===== src/rtl/pipe_pkg.sv =====
`default_nettype none
// +--------------------------------------------------------------------------+
// | pipe_pkg : shared encodings and the M->W bundle type for the pipeline     |
// | Revision : 1.0                                                            |
// +--------------------------------------------------------------------------+
package pipe_pkg;

  localparam int unsigned WB_ALU = 0;
  localparam int unsigned WB_DM  = 1;
  localparam int unsigned WB_PC8 = 2;
  localparam int unsigned WB_HI  = 3;
  localparam int unsigned WB_LO  = 4;

  typedef enum logic [2:0] {
    LD_LW  = 3'd0,
    LD_LB  = 3'd1,
    LD_LBU = 3'd2,
    LD_LH  = 3'd3,
    LD_LHU = 3'd4
  } ld_type_e;

  // wb_sel is held outside this struct because its width is a module parameter.
  typedef struct packed {
    logic        valid;
    logic [31:0] pc;
    logic [4:0]  rd;
    logic        we;
    ld_type_e    ld_type;
    logic [1:0]  addr_lo;
    logic [31:0] alu;
    logic [31:0] dm;
    logic [31:0] hi;
    logic [31:0] lo;
  } m_bundle_t;

  localparam m_bundle_t M_BUBBLE = '0;

endpackage
`default_nettype wire


===== src/rtl/w_writeback_if.sv =====
`default_nettype none
// +--------------------------------------------------------------------------+
// | w_writeback_if : M-stage result bundle in, GRF write port and status out  |
// | Revision : 1.0                                                            |
// +--------------------------------------------------------------------------+
interface w_writeback_if #(
  parameter int WB_SEL_W = 3,
  parameter int CNT_W    = 32
);
  logic                M_valid;
  logic                M_flush;
  logic [31:0]         M_pc;
  logic [4:0]          M_rd;
  logic                M_we;
  logic [WB_SEL_W-1:0] M_wb_sel;
  logic [2:0]          M_ld_type;
  logic [1:0]          M_addr_lo;
  logic [31:0]         M_alu;
  logic [31:0]         M_dm;
  logic [31:0]         M_hi;
  logic [31:0]         M_lo;

  logic [4:0]          W_A3;
  logic [31:0]         W_WD3;
  logic                W_WE;
  logic [31:0]         W_pc;
  logic                W_fwd_valid;
  logic                W_ld_misalign;
  logic [CNT_W-1:0]    retire_cnt;

  modport master (
    output M_valid, M_flush, M_pc, M_rd, M_we, M_wb_sel, M_ld_type, M_addr_lo,
           M_alu, M_dm, M_hi, M_lo,
    input  W_A3, W_WD3, W_WE, W_pc, W_fwd_valid, W_ld_misalign, retire_cnt
  );

  modport slave (
    input  M_valid, M_flush, M_pc, M_rd, M_we, M_wb_sel, M_ld_type, M_addr_lo,
           M_alu, M_dm, M_hi, M_lo,
    output W_A3, W_WD3, W_WE, W_pc, W_fwd_valid, W_ld_misalign, retire_cnt
  );
endinterface
`default_nettype wire


===== src/rtl/w_load_ext.sv =====
`default_nettype none
// +--------------------------------------------------------------------------+
// | w_load_ext : load byte/halfword extraction, extension and alignment check |
// | Revision : 1.0                                                            |
// +--------------------------------------------------------------------------+
module w_load_ext
  import pipe_pkg::*;
(
  input  logic [31:0] dm,
  input  ld_type_e    ld_type,
  input  logic [1:0]  addr_lo,
  output logic [31:0] ext_data,
  output logic        misalign
);
  logic [7:0]  w_byte;
  logic [15:0] w_half;

  assign w_byte = dm[{addr_lo, 3'b000} +: 8];
  assign w_half = dm[{addr_lo[1], 4'b0000} +: 16];

  always_comb begin
    ext_data = dm;
    misalign = 1'b0;
    case (ld_type)
      LD_LW:  misalign = (addr_lo != 2'd0);
      LD_LB:  ext_data = {{24{w_byte[7]}}, w_byte};
      LD_LBU: ext_data = {24'd0, w_byte};
      LD_LH: begin
        ext_data = {{16{w_half[15]}}, w_half};
        misalign = addr_lo[0];
      end
      LD_LHU: begin
        ext_data = {16'd0, w_half};
        misalign = addr_lo[0];
      end
      default: ext_data = dm;
    endcase
  end
endmodule
`default_nettype wire


===== src/rtl/w_writeback.sv =====
`default_nettype none
// +--------------------------------------------------------------------------+
// | w_writeback : W-stage bundle register, result mux, GRF write port driver  |
// | Optional macro WB_TRACE_EN enables the commit trace.   Revision : 1.0     |
// +--------------------------------------------------------------------------+
module w_writeback
  import pipe_pkg::*;
#(
  parameter int WB_SEL_W = 3,
  parameter int CNT_W    = 32
) (
  input  logic         clk,
  input  logic         reset_n,
  w_writeback_if.slave wb
);
  m_bundle_t           r_bundle;
  m_bundle_t           w_next;
  logic [WB_SEL_W-1:0] r_wb_sel;
  logic [WB_SEL_W-1:0] w_next_sel;
  logic [CNT_W-1:0]    r_retire_cnt;

  logic [31:0]         w_ext_data;
  logic                w_ext_misalign;
  logic [31:0]         w_wd;
  logic                w_sel_ok;
  logic                w_misalign;
  logic                w_we;

  // Flush outranks valid; either one turns the capture into a bubble.
  always_comb begin
    w_next     = M_BUBBLE;
    w_next_sel = '0;
    if (wb.M_valid && !wb.M_flush) begin
      w_next.valid   = 1'b1;
      w_next.pc      = wb.M_pc;
      w_next.rd      = wb.M_rd;
      w_next.we      = wb.M_we;
      w_next.ld_type = ld_type_e'(wb.M_ld_type);
      w_next.addr_lo = wb.M_addr_lo;
      w_next.alu     = wb.M_alu;
      w_next.dm      = wb.M_dm;
      w_next.hi      = wb.M_hi;
      w_next.lo      = wb.M_lo;
      w_next_sel     = wb.M_wb_sel;
    end
  end

  // The counter advances on the same edge that latches a real instruction.
  always_ff @(posedge clk or negedge reset_n) begin
    if (!reset_n) begin
      r_bundle     <= M_BUBBLE;
      r_wb_sel     <= '0;
      r_retire_cnt <= '0;
    end else begin
      r_bundle     <= w_next;
      r_wb_sel     <= w_next_sel;
      r_retire_cnt <= r_retire_cnt + CNT_W'(w_next.valid);
    end
  end

  w_load_ext u_load_ext (
    .dm       (r_bundle.dm),
    .ld_type  (r_bundle.ld_type),
    .addr_lo  (r_bundle.addr_lo),
    .ext_data (w_ext_data),
    .misalign (w_ext_misalign)
  );

  always_comb begin
    w_wd     = '0;
    w_sel_ok = 1'b1;
    case (r_wb_sel)
      WB_SEL_W'(WB_ALU): w_wd = r_bundle.alu;
      WB_SEL_W'(WB_DM):  w_wd = w_ext_data;
      WB_SEL_W'(WB_PC8): w_wd = r_bundle.pc + 32'd8;
      WB_SEL_W'(WB_HI):  w_wd = r_bundle.hi;
      WB_SEL_W'(WB_LO):  w_wd = r_bundle.lo;
      default:           w_sel_ok = 1'b0;
    endcase
  end

  assign w_misalign = r_bundle.valid && (r_wb_sel == WB_SEL_W'(WB_DM)) && w_ext_misalign;
  // $0 is never written so the GRF bypass cannot leak a nonzero $0.
  assign w_we       = r_bundle.valid && r_bundle.we && (r_bundle.rd != 5'd0)
                      && !w_misalign && w_sel_ok;

  assign wb.W_A3          = r_bundle.rd;
  assign wb.W_WD3         = w_wd;
  assign wb.W_WE          = w_we;
  assign wb.W_pc          = r_bundle.pc;
  assign wb.W_fwd_valid   = w_we;
  assign wb.W_ld_misalign = w_misalign;
  assign wb.retire_cnt    = r_retire_cnt;

`ifdef WB_TRACE_EN
  always @(posedge clk) begin
    if (w_we) $display("%d@%h: $%d <= %h", $time, r_bundle.pc, r_bundle.rd, w_wd);
  end
`else
  // Hardware-only build: no commit trace.
`endif
endmodule
`default_nettype wire


===== src/flat_wrapper.sv =====
// flat-port wrapper written by rule: the top's interface ports become plain ports
module w_writeback_flat import pipe_pkg::*;
#(
  parameter int WB_SEL_W = 3,
  parameter int CNT_W    = 32
)
  (clk, reset_n, wb_M_valid, wb_M_flush, wb_M_pc, wb_M_rd, wb_M_we, wb_M_wb_sel, wb_M_ld_type, wb_M_addr_lo, wb_M_alu, wb_M_dm, wb_M_hi, wb_M_lo, wb_W_A3, wb_W_WD3, wb_W_WE, wb_W_pc, wb_W_fwd_valid, wb_W_ld_misalign, wb_retire_cnt);
  w_writeback_if #(.WB_SEL_W(WB_SEL_W), .CNT_W(CNT_W)) wb_i ();
  input  logic clk;
  input  logic reset_n;
  input wire logic [$bits(wb_i.M_valid)-1:0] wb_M_valid;
  input wire logic [$bits(wb_i.M_flush)-1:0] wb_M_flush;
  input wire logic [$bits(wb_i.M_pc)-1:0] wb_M_pc;
  input wire logic [$bits(wb_i.M_rd)-1:0] wb_M_rd;
  input wire logic [$bits(wb_i.M_we)-1:0] wb_M_we;
  input wire logic [$bits(wb_i.M_wb_sel)-1:0] wb_M_wb_sel;
  input wire logic [$bits(wb_i.M_ld_type)-1:0] wb_M_ld_type;
  input wire logic [$bits(wb_i.M_addr_lo)-1:0] wb_M_addr_lo;
  input wire logic [$bits(wb_i.M_alu)-1:0] wb_M_alu;
  input wire logic [$bits(wb_i.M_dm)-1:0] wb_M_dm;
  input wire logic [$bits(wb_i.M_hi)-1:0] wb_M_hi;
  input wire logic [$bits(wb_i.M_lo)-1:0] wb_M_lo;
  output wire logic [$bits(wb_i.W_A3)-1:0] wb_W_A3;
  output wire logic [$bits(wb_i.W_WD3)-1:0] wb_W_WD3;
  output wire logic [$bits(wb_i.W_WE)-1:0] wb_W_WE;
  output wire logic [$bits(wb_i.W_pc)-1:0] wb_W_pc;
  output wire logic [$bits(wb_i.W_fwd_valid)-1:0] wb_W_fwd_valid;
  output wire logic [$bits(wb_i.W_ld_misalign)-1:0] wb_W_ld_misalign;
  output wire logic [$bits(wb_i.retire_cnt)-1:0] wb_retire_cnt;
  assign wb_i.M_valid = wb_M_valid;
  assign wb_i.M_flush = wb_M_flush;
  assign wb_i.M_pc = wb_M_pc;
  assign wb_i.M_rd = wb_M_rd;
  assign wb_i.M_we = wb_M_we;
  assign wb_i.M_wb_sel = wb_M_wb_sel;
  assign wb_i.M_ld_type = wb_M_ld_type;
  assign wb_i.M_addr_lo = wb_M_addr_lo;
  assign wb_i.M_alu = wb_M_alu;
  assign wb_i.M_dm = wb_M_dm;
  assign wb_i.M_hi = wb_M_hi;
  assign wb_i.M_lo = wb_M_lo;
  assign wb_W_A3 = wb_i.W_A3;
  assign wb_W_WD3 = wb_i.W_WD3;
  assign wb_W_WE = wb_i.W_WE;
  assign wb_W_pc = wb_i.W_pc;
  assign wb_W_fwd_valid = wb_i.W_fwd_valid;
  assign wb_W_ld_misalign = wb_i.W_ld_misalign;
  assign wb_retire_cnt = wb_i.retire_cnt;
  w_writeback #(.WB_SEL_W(WB_SEL_W), .CNT_W(CNT_W)) u_core (.clk(clk), .reset_n(reset_n), .wb(wb_i));
endmodule

===== config.mk =====
export PLATFORM = sky130hd
export DESIGN_NAME = w_writeback_flat
export DESIGN_NICKNAME = d
export VERILOG_FILES = /design/src/rtl/pipe_pkg.sv /design/src/rtl/w_writeback_if.sv /design/src/rtl/w_load_ext.sv /design/src/rtl/w_writeback.sv /design/src/flat_wrapper.sv
export SDC_FILE = /design/constraint.sdc
export NUM_CORES = 1
export LEC_CHECK = 0
export ABC_AREA = 1
export BUFFER_PORTS_ARGS = -buffer_cell sky130_fd_sc_hd__buf_4
export CAP_MARGIN = 40
export CORE_MARGIN = 2
export CORE_UTILIZATION = 35
export DETAILED_ROUTE_END_ITERATION = 12
export PLACE_DENSITY = 0.61
export SLEW_MARGIN = 20
export SYNTH_ARGS = -nofsm -noshare
export SYNTH_HDL_FRONTEND = slang
export SYNTH_SLANG_ARGS = --single-unit

===== constraint.sdc =====
create_clock -name clk -period 2.1 [get_ports clk]
set_clock_uncertainty 0.1 [all_clocks]
set_input_delay 0.105 -clock clk [delete_from_list [all_inputs] [get_ports clk]]
set_output_delay 0.105 -clock clk [all_outputs]
set_load 0.1 [all_outputs]

# == Yosys cells after proc, flatten, opt, wreduce, memory -nomap -nowiden ==
# Cells that the tools add are included.
# W data, S select, Z words.
# totals
inputBits,178
output_inout_bits,104
reg_bits,207
word_cells,45
# classes
reduce_logical,15
n_mux,6
n_addsub,2
n_eq_ne,8
shift,2
# op_table
cell,n
$mux W172,1
$pmux W32 S5,1
$pmux W32 S4,1
$add A32 B1 Y32,1
$add A32 B4 Y32 const B,1
$shiftx A32 B6 Y16,1
$shiftx A32 B6 Y8,1
$eq A3 B2 Y1 const B,4
$logic_and A1 B1 Y1,7
$eq A3 B1 Y1 const B,2
$eq A3 B3 Y1 const B,2
$logic_not A3 Y1,2
$reduce_bool A5 Y1,1
$reduce_or A5 Y1,1
$mux W3,1
$logic_not A1 Y1,2
$pmux W1 S2,1
$reduce_bool A2 Y1,1
$reduce_or A2 Y1,1
$mux W1,1

# == Depth between registers and ports, before layout ==
# Gate-level depths: netlist (run 1).
# logic_depth
depth_word,7
depth_mapped,10
ltp_nobuf,10

# == Cells and area by module ==
# From an unflattened synthesis (run 1), not the netlist that was laid out.
# hier_totals
hier_cells,1483
hier_area_um2,10914.2
# by_module_without_submodules
mod,area_per_inst_um2,cells_each,seq_area_each_um2,n_inst
w_writeback,9855.7,1260,5180.0,1
w_load_ext,1058.5,223,0.0,1

# == Least setup slack after synthesis (run 1) ==
# Ideal clock, no wire load.
# synth_path
kind,register to output
from,register u_core.r_wb_sel[2]
to,output wb_W_ld_misalign
slack_ps,-971
t_arrival_ps,2866
path_stages_with_launch,4
n_path_buf,0
t_required_ps,1895
cell_sequence,dfrtp_1 nor3_2 nand2_1 nor3_1
# synth_via
elab_chain_cells,3
# synth_lines
item,line,rtl
start: declaration,w_writeback.sv:18,logic [WB_SEL_W-1:0] r_wb_sel;
start signal: assignment,w_writeback.sv:56,r_wb_sel <= w_next_sel;
$eq A3 B1 Y1,w_writeback.sv:82,assign w_misalign = r_bundle.valid && (r_wb_sel == WB_SEL_W'(WB_DM)) && w_ext_misalign;
$logic_and A1 B1 Y1 (2 in a row),w_writeback.sv:82,
end: declaration,flat_wrapper.sv:28,output wire logic [$bits(wb_i.W_ld_misalign)-1:0] wb_W_ld_misalign;
# Every way passes these cells.

# == Worst setup path after layout (run 1) ==
# layout_path
from,register u_core.r_bundle[131] in the netlist's numbering
to,output wb_W_WD3[30]
# layout_via
elab_chain_cells,3
word_cells_on_any_way,6
cone_classes,eq/ne: 4; mux: 2
# layout_lines
item,line,rtl
start: declaration,w_writeback.sv:16,m_bundle_t r_bundle;
start signal: assignment,w_writeback.sv:55,r_bundle <= w_next;
$eq A3 B3 Y1 (tied with other cells),w_load_ext.sv:24,case (ld_type)
$pmux W32 S4 *,w_load_ext.sv:24,
$pmux W32 S5 *,w_writeback.sv:72,case (r_wb_sel)
end: declaration,flat_wrapper.sv:24,output wire logic [$bits(wb_i.W_WD3)-1:0] wb_W_WD3;
# Mark *: on every way between the ends. The rest lies on a longest branch, timed or not.

==> metrics.md, run 1 <==
| Metric | Value |
|---|---|
| Placed cell area | 13200 um2 |
| Final wirelength | 38900 um |
| Clock Sinks | 207 |
| Fmax achieved | 0.411 GHz |
| Final setup violating endpoints | 35 |
| Largest net degree at the start of global routing | 64 |
| Crit path capture type | output pin |
| Type of origin of the critical path | flip-flop |
| Global route total overflow | 0 |
| Slew headroom | 0.658 |
| Clk pin slew, worst setup/hold paths | 0.06 ns |
| Clock Tree Buf Depth | 3 |
| CP Data Arrival Time | 2.23 ns |
| Post-DP HPWL | 26300 um |
| Leak Pwr | 9.16 nW |
| Vias in the first global route | 10700 |
| Mapped Cells | 1392 |
| Synth unique cells | 33 |
| Initial core utilization | 0.358 |
| Worst R2R Path Depth | 8 |
| Max-cap viol count | 0 |
| Area of the multi-input gates | 4380 um2 |
| Die Wd | 176 um |
| Post-synthesis sequential area ratio | 0.502 |
| Clk root buf | clkbuf_16 |
| Core Region | 28900 um2 |
| Num CTS Buffers | 24 |
| Worst skew pair latency | 0.54 ns |
| Post-Syn Area | 10300 um2 |
| Proportion of layout cells with a drive suffix above 1 | 0.305 |
| Hold slack | -0.00549 ns |
| # fillers | 2446 |
| Commonest non-fill, non-tap cell in the layout | buf_4 |
| Register area | 5200 um2 |
| WP data required | 1.89 ns |
| Worst Hold Class | in -> async |
| Final WS setup | -0.336 ns |
| Vias post-DR | 10600 |
| Yosys reg bits | 207 |
| Minimum clock period | 2.44 ns |
| Comb power frac | 0.242 |
| Fin crit share | 1.16 |
| First DRT Iteration DRCs | 424 |
| Place WS | -0.0639 ns |
| Die area | 30900 um2 |
| GPL Wtd Cong | 0.945 |
| Routed len/inst | 17.0 um |
| Final Instance Area | 17200 um2 |
| FF-to-FF End | u_core.wb.retire_cnt[31] |
| DRC | 0 |
| Crit path kind | reg -> out |
| Initial antenna violation count | 2 |
| Failing checks | hold timing, setup timing |
| Antenna-violating nets left | 0 |
| Die Y | 176 um |
| Total Power | 11.6 mW |
| Worst reg-to-reg setup slack | 0.36 ns |
| RSZ-0062 raised after global routing | true |
| DR pass1 iterations | 5 |
| Reg2reg start | u_core.wb.retire_cnt[0] |
| Syn nets | 1573 |
| Clock Power Share | 0.383 |
| Final hold vios | 6 |
| YS warnings | 0 |
| VDD IR max | 0.575 mV |
| P_int | 7.98 mW |
| Outcome | finished, violations left |
| Io pins | 282 |
| First-pass GRT wire length | 58100 um |
| Average size of a mapped cell | 7.42 um2 |
| # H-tree levels | 1 |
| Nets@finish | 2074 |
| Ratio of total power to cell area | 673 nW/um2 |
| Total GRT Usage | 0.244 |
| Commonest cells after routing, fill and taps aside | buf_4 (318), nand2_1 (300), inv_1 (253) |
| Via density | 4.60 |
| Least-Margin Pin Slew | 0.510 ns |
| Crit-path max FO | 8 |
| Slew Viols, Final | 0 |
| Setup TNS Final | -9.27 ns |
| Core Rows | 62 |
| Sequential share of power | 0.375 |
| Sw Ratio | 0.311 |
| Psw | 3.60 mW |
| Synth-to-Final Area Change | 66.5% |
| Port-buffer cells | 281 |
| CTS tree | yes |
-- how the worst max path moves through the flow --
stage,end,slack [ns],startpoint,cells after the start
CTS,wb_W_WD3[16],-0.28,u_core.r_bundle[130],10
global placement,wb_W_WD3[7],-0.04,u_core.r_bundle[131],9
global route,wb_W_WD3[30],-0.42,u_core.r_bundle[131],9
floorplan,wb_W_ld_misalign,-0.12,u_core.r_wb_sel[2],3
detailed placement,wb_W_WD3[7],-0.06,u_core.r_bundle[131],9
finish,wb_W_WD3[30],-0.34,u_core.r_bundle[131],9
-- stage by stage --
stage	cells	util
detailed placement	2047	0.458
CTS	2281	0.582
floorplan	1392	-
global placement	2047	0.458
global route	2294	0.596
finish	2294	0.596
-- power groups by stage --
stage | Clock [mW] | Sequential, mW | Combinational (mW)
floorplan | 0 | 4.75 | 1.04
global placement | 0 | 4.39 | 2.21
detailed placement | 0 | 4.39 | 2.22
CTS | 4.54 | 4.32 | 2.70
global route | 4.70 | 4.36 | 2.95
finish | 4.43 | 4.34 | 2.80
-- critical path, stage by stage (launching register included) --
cell	delay, ns
dfrtp_2	0.47
o21ai_4	0.21
nand2_4	0.09
nand2_4	0.07
buf_6	0.12
nand3_4	0.12
buf_12	0.17
a21oi_4	0.16
nand2_2	0.10
buf_12	0.18
-- synth_stat cells --
| master | instances | area share |
|---|---|---|
| nand3_2 | 2 | 0.0019 |
| nor3_2 | 1 | 0.00097 |
| a211oi_1 | 3 | 0.0022 |
| clkbuf_1 | 22 | 0.0080 |
| nor2_4 | 2 | 0.0022 |
| nand4_1 | 9 | 0.0055 |
| inv_1 | 264 | 0.096 |
| buf_2 | 8 | 0.0039 |
| a21oi_2 | 1 | 0.00085 |
| or2_2 | 3 | 0.0018 |
| buf_4 | 42 | 0.031 |
| o21ai_1 | 1 | 0.00048 |
| nor3_1 | 13 | 0.0063 |
| o31ai_1 | 1 | 0.00073 |
| a21oi_1 | 28 | 0.014 |
| a31oi_1 | 3 | 0.0018 |
| buf_1 | 5 | 0.0018 |
| o21a_1 | 1 | 0.00073 |
| inv_2 | 2 | 0.00073 |
| nand2_1 | 344 | 0.13 |
| buf_6 | 1 | 0.0011 |
| or2_0 | 4 | 0.0024 |
| dfrtp_1 | 207 | 0.50 |
| nor2_1 | 263 | 0.096 |
| nand3_1 | 98 | 0.047 |
| xnor2_1 | 15 | 0.013 |
| o21bai_1 | 6 | 0.0044 |
| o211ai_1 | 3 | 0.0022 |
| o21ai_0 | 19 | 0.0092 |
| xor2_1 | 15 | 0.013 |
| nand3b_1 | 2 | 0.0015 |
| nand2_2 | 1 | 0.00061 |
| ha_1 | 3 | 0.0036 |
-- area by class of cell --
cell class / count / share of cell area
antenna: 2 / 0.000291
tap: 384 / 0.0279
multi-input combinational: 841 / 0.255
inverter: 266 / 0.0589
timing repair buffer: 553 / 0.306
clock buffer: 35 / 0.0420
clock inverter: 6 / 0.00757
sequential: 207 / 0.302
-- timing repair --
action | in CTS | in global routing
pin swaps | 31 | 19
hold buffers | 177 | 1
endpoints found under the setup margin | 35 | 52
resized for setup | 222 | 67
buffers inserted | 15 | 9
hold endpoints to repair | 383 | 2
cloned | 1 | 4
-- kinds of logic after synthesis --
family / synth area share
buf+inv: 0.142
fa+ha+maj: 0.00363
simple gates: 0.291
xor+xnor: 0.0254
compound gates: 0.0361
flops: 0.502
-- sequential cells by signal, summed over array words and instances, names as in the netlist --
name	cells
u_core.r_bundle	135
u_core.r_wb_sel	3
u_core.wb.W_A3	5
u_core.wb.W_pc	32
u_core.wb.retire_cnt	32
-- metal layers --
metal | GRT usage | wire length (um) | up-vias
li1 | - | - | 5097
met1 | 0.316 | 16700 | 5039
met2 | 0.409 | 18800 | 330
met3 | 0.0374 | 1920 | 86
met4 | 0.0992 | 1600 | 0
met5 | 0 | 0 | -
Power figures use the tool's default switching activity.
==> run 2: changes to the inputs <==
Settings changed: SYNTH_HIERARCHICAL set to 1.
Clock period 2.1 ns to 2.9 ns, I/O delays scaled along.
==> run 2 against run 1 <==
The flow now finishes without violations; register-to-register slack better by 0.62 ns; worst hold slack better by 0.084 ns; worst setup slack better by 0.45 ns.
==> metrics.md, run 2 <==
| Metric | Value |
|---|---|
| VDD IR max | 0.842 mV |
| Clk root buf | clkbuf_16 |
| Worst Hold Class | in -> reg |
| Clock Tree Buf Depth | 3 |
| Final setup violating endpoints | 0 |
| Commonest non-fill, non-tap cell in the layout | nand2_1 |
| Final Instance Area | 15800 um2 |
| Total GRT Usage | 0.234 |
| Main synth FF type | dfrtp_1 |
| Placed cell area | 13200 um2 |
| Worst-path cell chain | inv_2, nand2_1, nor2_1, nor2_4, buf_4, nand2_1, nand3_2, a21oi_1, o211ai_1, buf_4 |
| Setup TNS Final | 0 ns |
| Hold Path Stages | 4 |
| Hold slack | 0.0784 ns |
| Slew Viols, Final | 0 |
| Ratio of total power to cell area | 510 nW/um2 |
| Crit path capture type | output pin |
| Max-cap viol count | 0 |
| Vias in the first global route | 11000 |
| Type of origin of the critical path | flip-flop |
| Num CTS Buffers | 25 |
| Minimum clock period | 2.79 ns |
| Synth cell count leaders | nand2_1 (317), nor2_1 (282), inv_1 (276) |
| Synth-to-Final Area Change | 45.0% |
| Slew headroom | 0.506 |
| Die area | 32600 um2 |
| Nets@finish | 2082 |
| Post-synthesis async set-or-reset flop share | 1.00 |
| Clock Sinks | 207 |
| # fillers | 2899 |
| Outcome | finished, final reports clean |
| Proportion of layout cells with a drive suffix above 1 | 0.206 |
| Mapped Cells | 1483 |
| Routed len/inst | 16.7 um |
| Post-DP HPWL | 27800 um |
| First DRT Iteration DRCs | 727 |
| # H-tree levels | 1 |
| Final wirelength | 38700 um |
| CTS tree | yes |
| Final hold vios | 0 |
| Clk pin slew, worst setup/hold paths | 0.06 ns |
| Cell taking the most area after synthesis | dfrtp_1 |
| First-pass GRT wire length | 60300 um |
| GPL Wtd Cong | 0.927 |
| Top reg by flops | u_core/r_bundle |
| Leak Pwr | 8.42 nW |
| Core Rows | 64 |
| Io pins | 282 |
| Largest register FFs | 135 |
| Post-synthesis sequential area ratio | 0.475 |
| Yosys reg bits | 207 |
| Synth unique cells | 38 |
| WP data required | 2.65 ns |
| EDFF count, synth | 0 |
| Worst R2R Path Depth | 8 |
| YS warnings | 6 |
| Least-Margin Pin Slew | 0.741 ns |
| Initial antenna violation count | 0 |
| DRC | 0 |
| CP Data Arrival Time | 2.54 ns |
| Top cells by area, synth | dfrtp_1 (47%), nand2_1 (11%), nor2_1 (9.7%) |
| CP top delay family | simple AND/OR/NAND/NOR gates |
| Commonest cells after routing, fill and taps aside | nand2_1 (316), buf_4 (291), nor2_1 (281) |
| Fmax achieved | 0.359 GHz |
| Die Y | 181 um |
| Worst path bufs/invs | 3 |
| Crit path kind | reg -> out |
| Initial core utilization | 0.356 |
| Yosys top cell area share | 0.475 |
| DR pass1 iterations | 5 |
| Syn nets | 1664 |
| Cell with the most instances after synthesis | nand2_1 |
| Average size of a mapped cell | 7.36 um2 |
| Total Power | 8.08 mW |
| Die Wd | 181 um |
| Worst path depth | 10 |
| Fin crit share | 0.960 |
| CP peak stage delay | 0.43 ns |
| Post-Syn Area | 10900 um2 |
| Worst path slowest cell | dfrtp_1 |
| Global route total overflow | 0 |
| Crit-path max FO | 14 |
| Worst skew pair latency | 0.53 ns |
| N_diodes | 0 |
| Port-buffer cells | 281 |
| Core Region | 30700 um2 |
| Antenna-violating nets left | 0 |
| Via density | 4.70 |
| Largest net degree at the start of global routing | 93 |
| Vias post-DR | 10900 |
-- run 2: cell types whose count changed after synthesis, sizes merged, moves of 11 or more --
cell    before  now
o21ai       20   51
a21oi       29   17
xnor2       15    3
nand2      345  320
inv        266  287
nor2       265  295
a211oi       3   14
nand3      100  127
-- run 2: per-layer routing --
layer	track usage	wire, um	vias up
met3	0.0406	2570	71
met1	0.314	16600	5125
met2	0.390	18400	405
li1	-	-	5256
met5	0	0	-
met4	0.0681	1120	0
-- run 2: worst reg2reg max path: stages, from the launching register on --
cell and delay (ns):
dfrtp_1 0.35, ha_1 0.27, ha_1 0.26, nand3_2 0.15, nor2_4 0.19, inv_2 0.06, nor2_2 0.17, nand3_1 0.11
xor2_1 0.15
-- run 2: kinds of logic after synthesis --
kind of cell               Yosys count  share of synthesized area
and+or+nand+nor                    787                      0.309
buffers and inverters              374                      0.149
xor gates and xnor gates            16                     0.0128
AOI/OAI and AO/OA                   96                     0.0517
DFF                                207                      0.475
adders and majority gates            3                    0.00344
-- run 2: power by group --
part	leakage, nW	total (mW)	switching (mW)	internal (mW)
Combinational	5.24	1.75	1.17	0.576
Sequential	2.78	3.15	0.129	3.02
Clock	0.402	3.18	1.22	1.95
Total	8.42	8.08	2.52	5.55
-- run 2: final timing paths --
path / start / endpoint / slack (ns)
worst max-delay path: u_core/r_bundle[132] / wb_W_WD3[10] / 0.11
worst min-delay path: wb_M_valid / u_core/wb.retire_cnt[0] / 0.08
worst max register to register: u_core/wb.retire_cnt[0] / u_core/wb.retire_cnt[16] / 0.98
worst min register to register: u_core/wb.retire_cnt[0] / u_core/wb.retire_cnt[0] / 0.41
max in group asynchronous: reset_n / u_core/wb.W_pc[31] / 1.74
min in group asynchronous: reset_n / u_core/wb.W_pc[2] / 0.15
-- run 2: timing repair --
item / in CTS / in global routing
endpoints found under the setup margin: 0 / 22
hold buffers: 177 / 0
buffers inserted: 0 / 1
endpoints found under the hold margin: 265 / 0
gates resized for setup: 0 / 7
-- run 2: final cells by class --
class / count / area (um2) / area share
Clock buffer: 30 / 654 / 0.0414
Inverter: 287 / 1080 / 0.0686
Clock inverter: 11 / 169 / 0.0107
Sequential cell: 207 / 5180 / 0.327
Tap cell: 396 / 495 / 0.0313
Timing Repair Buffer: 477 / 4100 / 0.259
Multi-Input combinational cell: 903 / 4140 / 0.262
-- run 2: metrics by stage --
stage / setup WS [ns] / utilization / cells
after detailed placement: 0.607 / 0.430 / 2091
after global routing: -0.000814 / 0.516 / 2311
after global placement: 0.623 / 0.430 / 2091
after CTS: 0.0383 / 0.515 / 2309
final: 0.115 / 0.516 / 2311
after floorplan: 0.152 / - / 1483
==> run 3: changes to the inputs <==
Settings changed: ABC_AREA 1 to unset, SLEW_MARGIN 20 to unset.
==> run 3 against run 2 <==
The flow now finishes with violations (setup timing); count of clock-buffer cells in the layout rose by 3; flip-flop and latch count did not move; cell count fell by 23%; sequential share of layout area grew 0.42 points; largest power group is now sequential cells.
==> metrics.md, run 3 <==
| Metric | Value |
|---|---|
| Core Region | 27900 um2 |
| Syn nets | 1117 |
| Max-cap viol count | 0 |
| EDFF count, synth | 0 |
| Ratio of total power to cell area | 503 nW/um2 |
| Worst-path cell chain | mux4_2, nor2_4, a311oi_4, buf_4, a21o_1, o2bb2ai_1, a22oi_2, nand3b_1, buf_6 |
| Nets@finish | 1563 |
| Initial core utilization | 0.356 |
| Global route total overflow | 0 |
| Register area | 5190 um2 |
| Final WS setup | -0.0784 ns |
| CTS tree | yes |
| Num CTS Buffers | 24 |
| Die area | 29700 um2 |
| Post-synthesis sequential area ratio | 0.522 |
| Clock Sinks | 207 |
| Port-buffer cells | 281 |
| DRC | 0 |
| Sw Ratio | 0.317 |
| Failing checks | setup timing |
| Top reg by flops | u_core/r_bundle |
| # placed instances | 1537 |
| Post-synthesis adder-cell area fraction | 0.00378 |
| Yosys top cell area share | 0.522 |
| Place WS | 0.185 ns |
| Finished Layout Cells | 1775 |
| Average size of a mapped cell | 10.6 um2 |
| Post-synthesis async set-or-reset flop share | 1.00 |
| Core Rows | 61 |
| YS warnings | 6 |
| Minimum clock period | 2.98 ns |
| RSZ-0062 raised after global routing | true |
| Psw | 2.49 mW |
| Initial antenna violation count | 0 |
| Synth cell count leaders | dfrtp_1 (207), and2_1 (175), clkbuf_1 (46) |
| CP peak stage delay | 0.52 ns |
| Routed len/inst | 19.1 um |
| Setup TNS Final | -0.550 ns |
| Mapped Cells | 936 |
| Final hold vios | 0 |
| Commonest cells after routing, fill and taps aside | buf_4 (303), dfrtp_1 (195), dlygate4sd3_1 (177) |
| Sequential share of power | 0.401 |
| Main synth FF type | dfrtp_1 |
| Post-DP HPWL | 22800 um |
| CP Data Arrival Time | 2.73 ns |
| Total GRT Usage | 0.222 |
| Least-Margin Pin Slew | 0.825 ns |
| P_int | 5.38 mW |
| First DRT Iteration DRCs | 586 |
| Clk pin slew, worst setup/hold paths | 0.06 ns |
| Leak Pwr | 7.25 nW |
| Post-synthesis mux area share | 0.0367 |
| Cell taking the most area after synthesis | dfrtp_1 |
| Clock Power Share | 0.366 |
| Layout Utilization | 0.562 |
| Crit path from | u_core/r_bundle[87] |
| Type of origin of the critical path | flip-flop |
| Worst path slowest cell | mux4_2 |
| Via density | 5.00 |
| Commonest non-fill, non-tap cell in the layout | buf_4 |
| Yosys reg bits | 207 |
| Synth-to-Final Area Change | 57.8% |
| GPL Wtd Cong | 0.883 |
| Largest register FFs | 135 |
| Worst R2R Path Depth | 4 |
| Area of the multi-input gates | 4580 um2 |
| Worst skew pair latency | 0.53 ns |
| First-pass GRT wire length | 50300 um |
| CP endpoint | wb_W_WD3[30] |
| Die Y | 172 um |
| Worst Hold Class | in -> async |
| Io pins | 282 |
| Cell with the most instances after synthesis | dfrtp_1 |
| # H-tree levels | 1 |
| Reg2reg start | u_core/wb.retire_cnt[2] |
| Antenna-violating nets left | 0 |
| Crit path kind | reg -> out |
| DR pass1 iterations | 5 |
| Die Wd | 172 um |
| Crit path capture type | output pin |
| Outcome | finished, violations left |
| Fmax achieved | 0.336 GHz |
| Comb power frac | 0.233 |
| FF-to-FF End | u_core/wb.retire_cnt[31] |
| Worst reg-to-reg setup slack | 0.87 ns |
| # fillers | 2348 |
| Slew headroom | 0.450 |
| Post-Syn Area | 9930 um2 |
| Final setup violating endpoints | 13 |
| Final wirelength | 33900 um |
| Top cells by area, synth | dfrtp_1 (52%), and2_1 (11%), mux2i_1 (3.3%) |
| Fin crit share | 1.03 |
| Vias in the first global route | 9080 |
| WP data required | 2.65 ns |
| Largest family of logic cells by synthesized area | simple AND/OR/NAND/NOR gates |
| Largest net degree at the start of global routing | 97 |
| Slew Viols, Final | 0 |
| Proportion of layout cells with a drive suffix above 1 | 0.336 |
| Compound-cell area share of the yosys netlist | 0.118 |
| Xor and xnor area share after synthesis | 0.0353 |
| VDD IR max | 0.383 mV |
| Crit-path max FO | 7 |
| Synth Area in Simple Gates | 0.228 |
| Vias post-DR | 8876 |
| Synth unique cells | 68 |
| N_diodes | 0 |
| Clk root buf | clkbuf_16 |
| Clock Tree Buf Depth | 3 |
run 3: cell types whose count changed after synthesis, sizes merged, moves of 27 or more:
cell and delta:
o21ai -42, nor2 -261, nand2 -288, mux2i +33, inv -278, and2 +176, xnor2 +27, nand3 -89
run 3: power by group through the flow:
stage,Sequential [mW],Clock (mW),Combinational [mW]
2_1_floorplan,3.47,0,0.724
3_3_place_gp,3.20,0,1.53
3_5_place_dp,3.20,0,1.54
4_1_cts,3.15,2.95,1.80
5_1_grt,3.17,3.06,1.93
6_report,3.16,2.89,1.84
run 3: routing by layer:
metal,routed length (um),track usage
met5,0,0
met4,1010,0.0731
met3,1940,0.0414
met2,16700,0.375
met1,14300,0.287
run 3: kinds of logic (layout without fill, tap and decap cells):
group,count (synthesis),in the layout
AOI/OAI and AO/OA,154,154
xor gates and xnor gates,40,40
adders and majority gates,3,3
buffers and inverters,107,568
DFF,207,207
muxes,35,35
and+or+nand+nor,390,390
run 3: repair_timing:
item | CTS | global route
pin swaps | 19 | 28
hold endpoints to repair | 256 | 0
buffers inserted | 11 | 9
hold buffers | 177 | 0
endpoints found under the setup margin | 32 | 36
gates resized for setup | 83 | 57
run 3: per-stage QoR:
| step | area, um2 | total power [mW] | hold WS (ns) |
|---|---|---|---|
| finish | 15700 | 7.88 | 0.105 |
| global route | 15700 | 8.16 | 0.153 |
| CTS | 15400 | 7.90 | 0.128 |
| detailed placement | 12400 | 4.74 | 0.0996 |
| global placement | 12400 | 4.73 | 0.0977 |
| floorplan | 10000 | 4.20 | -0.251 |
run 3: how the worst min path moves through the flow:
| stage | from | to | slack, ns | cells after the start |
|---|---|---|---|---|
| after floorplan | reset_n | u_core/r_bundle[0] | -0.25 | 0 |
| after detailed placement | reset_n | u_core/wb.W_A3[1] | 0.1 | 1 |
| after global routing | reset_n | u_core/wb.W_A3[1] | 0.15 | 2 |
| after global placement | reset_n | u_core/wb.W_A3[0] | 0.1 | 1 |
| final | reset_n | u_core/wb.W_A3[1] | 0.10 | 2 |
| after CTS | reset_n | u_core/wb.W_A3[1] | 0.13 | 2 |
run 3: layout make-up:
class / count / area share
Clock buffer: 33 / 0.0418
Clock inverter: 8 / 0.00559
Inverter: 10 / 0.00248
Multi-Input combinational cell: 622 / 0.292
Sequential cell: 207 / 0.332
Tap cell: 378 / 0.0302
Timing Repair Buffer: 517 / 0.296
run 3: critical path, delay by kind of cell, from the launching register on:
| kind | cells | cell delay [ns] |
|---|---|---|
| mux | 1 | 0.52 |
| buf+inv | 2 | 0.41 |
| flops | 1 | 0.43 |
| simple gates | 2 | 0.27 |
| compound gates | 4 | 0.60 |
